--- src/rtl/rotate_pkg.sv ---
// Shared definitions for the rotate datapath memories (input and output tile stores).
// Holds the tile geometry, the fill-state encoding and the big-endian byte-lane mapping.
// Both memories use the same lane helper, so their packing always matches.
package rotate_pkg;

  localparam int MEM_WORDS      = 16;
  localparam int BYTES_PER_WORD = 4;
  localparam int MEM_BYTES      = MEM_WORDS * BYTES_PER_WORD;

  // Byte lane within a 32-bit word; lane 0 is the most significant byte
  localparam logic [1:0] LANE_0 = 2'd0;  // bits [31:24] -> byte 4k
  localparam logic [1:0] LANE_1 = 2'd1;  // bits [23:16] -> byte 4k+1
  localparam logic [1:0] LANE_2 = 2'd2;  // bits [15:8]  -> byte 4k+2
  localparam logic [1:0] LANE_3 = 2'd3;  // bits [7:0]   -> byte 4k+3

  typedef enum logic [1:0] {
    ST_EMPTY = 2'd0,
    ST_FILL  = 2'd1,
    ST_FULL  = 2'd2
  } imem_state_t;

  // Extract the byte that belongs at lane position 'lane' of a word
  function automatic logic [7:0] lane_byte(input logic [31:0] w, input logic [1:0] lane);
    logic [7:0] b;
    case (lane)
      LANE_0:  b = w[31:24];
      LANE_1:  b = w[23:16];
      LANE_2:  b = w[15:8];
      default: b = w[7:0];
    endcase
    return b;
  endfunction

endpackage

--- src/rtl/input_mem_bank.sv ---
// 64x8 tile store: one 4-byte word write port, three registered byte read ports.
// Read latency 1 cycle; a read hitting the word being written returns the new byte.
// Never stalls; out-of-range addresses (addr[7:6] != 0) read as 8'h00.
module input_mem_bank
  import rotate_pkg::*;
(
  input  logic        i_clk,
  input  logic        i_rst,
  input  logic        i_we,
  input  logic [3:0]  i_widx,
  input  logic [31:0] i_wdata,
  input  logic [7:0]  i_addr_b,
  input  logic [7:0]  i_addr_g,
  input  logic [7:0]  i_addr_r,
  output logic [7:0]  o_pix_b,
  output logic [7:0]  o_pix_g,
  output logic [7:0]  o_pix_r
);

  logic [7:0] r_mem [MEM_BYTES];
  logic [7:0] r_pix_b, r_pix_g, r_pix_r;
  logic [7:0] w_nxt_b, w_nxt_g, w_nxt_r;

  // Byte seen by a read port this cycle, with write-through for the word in flight
  function automatic logic [7:0] rd_byte(input logic [7:0] a);
    logic [7:0] b;
    b = 8'h00;
    if (a[7:6] == 2'b00) begin
      if (i_we && (a[5:2] == i_widx)) b = lane_byte(i_wdata, a[1:0]);
      else                            b = r_mem[a[5:0]];
    end
    return b;
  endfunction

  // Next-cycle values of the three read ports
  always_comb begin
    w_nxt_b = rd_byte(i_addr_b);
    w_nxt_g = rd_byte(i_addr_g);
    w_nxt_r = rd_byte(i_addr_r);
  end

  // Store update: reset clears the whole tile, otherwise write four lanes of a word
  always_ff @(posedge i_clk) begin
    if (i_rst) begin
      for (int i = 0; i < MEM_BYTES; i++) r_mem[i] <= 8'h00;
    end else if (i_we) begin
      for (int l = 0; l < BYTES_PER_WORD; l++)
        r_mem[{i_widx, 2'(l)}] <= lane_byte(i_wdata, 2'(l));
    end
  end

  // Registered pixel outputs
  always_ff @(posedge i_clk) begin
    if (i_rst) begin
      r_pix_b <= 8'h00;
      r_pix_g <= 8'h00;
      r_pix_r <= 8'h00;
    end else begin
      r_pix_b <= w_nxt_b;
      r_pix_g <= w_nxt_g;
      r_pix_r <= w_nxt_r;
    end
  end

  assign o_pix_b = r_pix_b;
  assign o_pix_g = r_pix_g;
  assign o_pix_r = r_pix_r;

endmodule

--- src/rtl/input_mem.sv ---
// Pixel input buffer: unpacks bus read words into a 64-byte tile, serves 3 pixel reads.
// Pixel reads 1 cycle latency; status outputs update on the accepting edge.
// Never backpressures: words outside FILL are dropped and flagged in the sticky OVF bit.
module input_mem
  import rotate_pkg::*;
#(
  parameter int TILE_WORDS = MEM_WORDS
) (
  input  logic        I_IMEM_HCLK,
  input  logic        I_IMEM_HRESET,
  input  logic        I_IMEM_START,
  input  logic        I_IMEM_DONE,
  input  logic        I_IMEM_RDATA_VALID,
  input  logic [31:0] I_IMEM_RDATA,
  input  logic [7:0]  I_IMEM_PIXEL_ADDRB,
  input  logic [7:0]  I_IMEM_PIXEL_ADDRG,
  input  logic [7:0]  I_IMEM_PIXEL_ADDRR,
  output logic [7:0]  O_IMEM_PIXEL_B,
  output logic [7:0]  O_IMEM_PIXEL_G,
  output logic [7:0]  O_IMEM_PIXEL_R,
  output logic        O_IMEM_FULL,
  output logic        O_IMEM_BUSY,
  output logic [4:0]  O_IMEM_WORD_CNT,
  output logic        O_IMEM_OVF
);

  localparam logic [4:0] LAST_IDX = 5'(TILE_WORDS - 1);

  imem_state_t r_state;
  logic [4:0]  r_word_cnt;
  logic        r_full, r_busy, r_ovf;
  logic        w_we;
  logic [3:0]  w_widx;

  // A word is stored while filling, or at index 0 when it coincides with START
  assign w_we   = I_IMEM_RDATA_VALID && (I_IMEM_START || (r_state == ST_FILL));
  assign w_widx = I_IMEM_START ? 4'd0 : r_word_cnt[3:0];

  // Fill FSM with word counter, registered FULL/BUSY and sticky overflow flag
  always_ff @(posedge I_IMEM_HCLK) begin
    if (I_IMEM_HRESET) begin
      r_state    <= ST_EMPTY;
      r_word_cnt <= 5'd0;
      r_full     <= 1'b0;
      r_busy     <= 1'b0;
      r_ovf      <= 1'b0;
    end else if (I_IMEM_START) begin
      r_state    <= ST_FILL;
      r_word_cnt <= I_IMEM_RDATA_VALID ? 5'd1 : 5'd0;
      r_full     <= 1'b0;
      r_busy     <= 1'b1;
      r_ovf      <= 1'b0;
    end else begin
      case (r_state)
        ST_FILL: begin
          if (I_IMEM_DONE) begin
            // Abort: any word in this cycle is still written by the bank
            r_state    <= ST_EMPTY;
            r_word_cnt <= 5'd0;
            r_busy     <= 1'b0;
          end else if (I_IMEM_RDATA_VALID) begin
            r_word_cnt <= r_word_cnt + 5'd1;
            if (r_word_cnt == LAST_IDX) begin
              r_state <= ST_FULL;
              r_full  <= 1'b1;
              r_busy  <= 1'b0;
            end
          end
        end
        ST_FULL: begin
          if (I_IMEM_RDATA_VALID) r_ovf <= 1'b1;
          if (I_IMEM_DONE) begin
            r_state    <= ST_EMPTY;
            r_word_cnt <= 5'd0;
            r_full     <= 1'b0;
          end
        end
        default: begin
          if (I_IMEM_RDATA_VALID) r_ovf <= 1'b1;
        end
      endcase
    end
  end

  input_mem_bank u_bank (
    .i_clk    (I_IMEM_HCLK),
    .i_rst    (I_IMEM_HRESET),
    .i_we     (w_we),
    .i_widx   (w_widx),
    .i_wdata  (I_IMEM_RDATA),
    .i_addr_b (I_IMEM_PIXEL_ADDRB),
    .i_addr_g (I_IMEM_PIXEL_ADDRG),
    .i_addr_r (I_IMEM_PIXEL_ADDRR),
    .o_pix_b  (O_IMEM_PIXEL_B),
    .o_pix_g  (O_IMEM_PIXEL_G),
    .o_pix_r  (O_IMEM_PIXEL_R)
  );

  assign O_IMEM_FULL     = r_full;
  assign O_IMEM_BUSY     = r_busy;
  assign O_IMEM_WORD_CNT = r_word_cnt;
  assign O_IMEM_OVF      = r_ovf;

endmodule

--- config.mk ---
export PLATFORM = sky130hd
export DESIGN_NAME = input_mem
export DESIGN_NICKNAME = d
export VERILOG_FILES = /design/src/rtl/rotate_pkg.sv /design/src/rtl/input_mem_bank.sv /design/src/rtl/input_mem.sv
export SDC_FILE = /design/constraint.sdc
export NUM_CORES = 1
export LEC_CHECK = 0
export CAP_MARGIN = 25
export CORE_MARGIN = 2
export CORE_UTILIZATION = 50
export CTS_BUF_LIST = sky130_fd_sc_hd__clkbuf_4 sky130_fd_sc_hd__clkbuf_8
export DETAILED_ROUTE_END_ITERATION = 10
export PLACE_DENSITY = 0.74
export RECOVER_POWER = 25
export SLEW_MARGIN = 25
export SYNTH_ARGS = -nofsm -noshare
export SYNTH_HDL_FRONTEND = slang
export SYNTH_HIERARCHICAL = 1
export SYNTH_SLANG_ARGS = --single-unit
--- constraint.sdc ---
create_clock -name I_IMEM_HCLK -period 2.8 [get_ports I_IMEM_HCLK]
set_clock_uncertainty 0.05 [all_clocks]
set_input_delay 0.56 -clock I_IMEM_HCLK [delete_from_list [all_inputs] [get_ports I_IMEM_HCLK]]
set_output_delay 0.56 -clock I_IMEM_HCLK [all_outputs]
set_load 0.01 [all_outputs]
==> out/metrics.cfg <==
[synthesis]
synth_xor_area_share_pct = 0.3110
ys_ff_latch = 546
synth_cell_type_count = 72
synthAdderAreaFrac_pct = 0.07405
muxShareOfSynthArea_pct = 29.90
ys_top_cells_by_area = edfxtp_1, mux4_2, and2_1, mux2i_1, dfxtp_1
avgSynthCellArea_um2 = 14.53
synth_ff_type = edfxtp_1
synthMostInstantiatedCell = and2_1
synthArstFlopShare_pct = 0
synthTopCellsByCount = and2_1, edfxtp_1, mux4_2
synth_edf_count = 512
syn_inst = 2325
synth_top_family_by_area = multiplexers
synth_compound_area_share_pct = 5.061
ys_warn_count = 6
synth_top_area_cell = edfxtp_1
ys_seq_area_share_pct = 47.51
yosys.area_share.simple_pct = 13.49
yosysTopAreaCellShare_pct = 45.50
syn_nets = 2388
netlist_area_um2 = 33790

[floorplan]
die_h_um = 264.0
io_pins = 93
row_count = 95
core-area_um2 = 67040
die_area_um2 = 69680
die_w_um = 264.0
start_util_pct = 50.41

[power_and_ir_drop]
power_density_nw_per_um2 = 514.3
peakVddDrop_mv = 0.4043
finalPower_uw = 20770
p_leak_uw = 0.01485

[finish]
fin_cells = 3620
stdcell_area_um2 = 40380
drive_gt1_share_pct = 37.11
area_delta_synth_final_pct = 19.49
fillers = 5108
fin_nets = 2730
regArea_um2 = 16060
multi_input_area_um2 = 16540

[clock_network]
clk_path_buf_depth = 3
cts_buffers = 95
root_buffer = clkbuf_8
path_clk_slew_ns = 0.06
clock_sinks = 546
clock_latency_ns = 0.72
htree_levels = 3
tritoncts = yes
post-cts-setup-buffers = 0

[timing]
finalCritPeriodShare_pct = 99.63
slew_headroom_pct = 30.39
hold-worst-slack_ns = 0.4369
hold_viol_final = 0
final-max-slew-violation-count = 0
min_period_ns = 2.790
fmaxAchievable_mhz = 358.5
worst_slew_pin_slew_ns = 1.040
rsz0062_at_grt = false
setup_viol = 0

[route]
drt_iter0_drc = 3966
dr.pass1.iters = 8
wl_um = 122800
drc = 0
num_vias = 25350
viasPerCell = 7.001
antenna_left = 0
wire_per_inst_um = 33.91

[critical_path]
worst-path-max-fanout = 10
arrival_ns = 3.35
r2r_cells = 8
start_kind = flop
critPathKind = flop to flop
timing.rr.end = u_bank/o_pix_b[3]
cp.required_ns = 3.36
ff2ff_setup_slack_ns = 0.01
end_kind = flop
r2r_start = r_state[1]

[outcome]
status = finished clean

[global_route]
antenna_found_initial = 11
grt-ovfl-total = 0
grt_pass1_vias = 25260
grt_first_pass_wirelength_um = 175500
grt_start_max_net_pins = 34
grt.total_usage_pct = 35.22

[worst_hold_path]
min_from = O_IMEM_BUSY
hold_end = O_IMEM_BUSY
hp-class = flop to flop
hold_depth = 2

[placed_design]
gp_congestion = 1.009
portBuffers = 92
dpl_cell_area_um2 = 38460
dp_hpwl_um = 89650
dp_cells = 3443

[job]
timing.max_cap.violations = 0

metrics by stage:
| stage | utilization (%) | setup slack [ns] | setup TNS, ns |
|---|---|---|---|
| final | 60.23 | 0.01038 | 0 |
| after global routing | 60.22 | 0.01933 | 0 |
| after CTS | 60.44 | 0.08322 | 0 |
| after detailed placement | 57.37 | -0.8050 | -134.77 |
| after global placement | 57.37 | -1.106 | -83.19 |
| after floorplan | - | 0.03644 | 0 |
sequential cells by signal, indices dropped and copies added (netlist names):
| register | cells |
|---|---|
| O_IMEM_WORD_CNT | 5 |
| O_IMEM_OVF | 1 |
| O_IMEM_BUSY | 1 |
| u_bank/o_pix_g | 8 |
| u_bank/r_mem | 512 |
| O_IMEM_FULL | 1 |
| u_bank/o_pix_r | 8 |
| r_state | 2 |
| u_bank/o_pix_b | 8 |
layout by cell type, fill, tap and decap left out, types with 34 or more instances in the layout:
cell	netlist	layout
and2_0	1	62
clkbuf_8	0	111
nand3_1	40	40
nand2_1	46	46
mux2i_1	77	77
o22ai_1	42	43
dfxtp_1	34	34
buf_4	40	302
and2_1	514	453
a21oi_1	39	39
clkbuf_4	0	35
edfxtp_1	512	512
mux4_2	401	401
nor2_1	52	45
buf_12	0	67
clkdlybuf4s50_1	0	63
worst max-delay path by stage:
| stage | from | to | slack, ns | cells past startpoint |
|---|---|---|---|---|
| after floorplan | I_IMEM_START | u_bank/r_mem[12][0] | 0.04 | 8 |
| after global placement | I_IMEM_START | u_bank/o_pix_b[5] | -1.11 | 10 |
| after detailed placement | I_IMEM_START | u_bank/o_pix_b[5] | -0.81 | 10 |
| after CTS | I_IMEM_PIXEL_ADDRB[4] | u_bank/o_pix_b[0] | 0.08 | 10 |
| after global routing | O_IMEM_WORD_CNT[1] | u_bank/o_pix_b[3] | 0.02 | 8 |
| final | r_state[1] | u_bank/o_pix_b[3] | 0.01 | 8 |
per-layer routing:
metal | vias up | part of all wire, % | global-route usage (%) | routed length (um)
li1 | 9936 | - | - | -
met1 | 12670 | 35 | 46.22 | 42520
met2 | 2257 | 45 | 53.31 | 55210
met3 | 468 | 15 | 11.50 | 17970
met4 | 14 | 5.7 | 16.89 | 6958
met5 | - | 0.094 | 0 | 115
area by class of cell:
type                            count  area share [%]
Multi-Input combinational cell   1537           40.96
Sequential cell                   546           39.76
Timing Repair Buffer              478           11.39
Clock buffer                      142           4.329
Tap cell                          873           2.705
Clock inverter                     31          0.7499
Inverter                            9         0.08366
Antenna cell                        4         0.02479
power by group:
part	switching (uW)	internal, uW	total, uW
clock network	3390	4530	7920
registers	237	9210	9450
logic	1820	1580	3400
total	5440	15300	20800
timing repair:
| item | 4_1_cts | 5_1_grt |
|---|---|---|
| hold buffers | 0 | 0 |
| endpoints found under the setup margin | 1 | 2 |
| pin swaps | 0 | 0 |
| resized for setup | 1 | 2 |
kinds of logic after synthesis:
group	Yosys count
DFF	546
adders and majority gates	2
AOI/OAI and AO/OA	246
and+or+nand+nor	772
buffers and inverters	242
xor gates and xnor gates	12
muxes	505
worst max-delay path, cell delays in order (launching register included):
cell      delay [ns]
dfxtp_1         0.51
nand2b_1        0.31
a21boi_0        0.14
buf_4           0.16
buf_4           0.15
nand3_1         0.11
nand2_1         0.23
a211oi_1        0.71
a211o_1         0.31
Note: power is estimated with default switching activity, not from simulation.
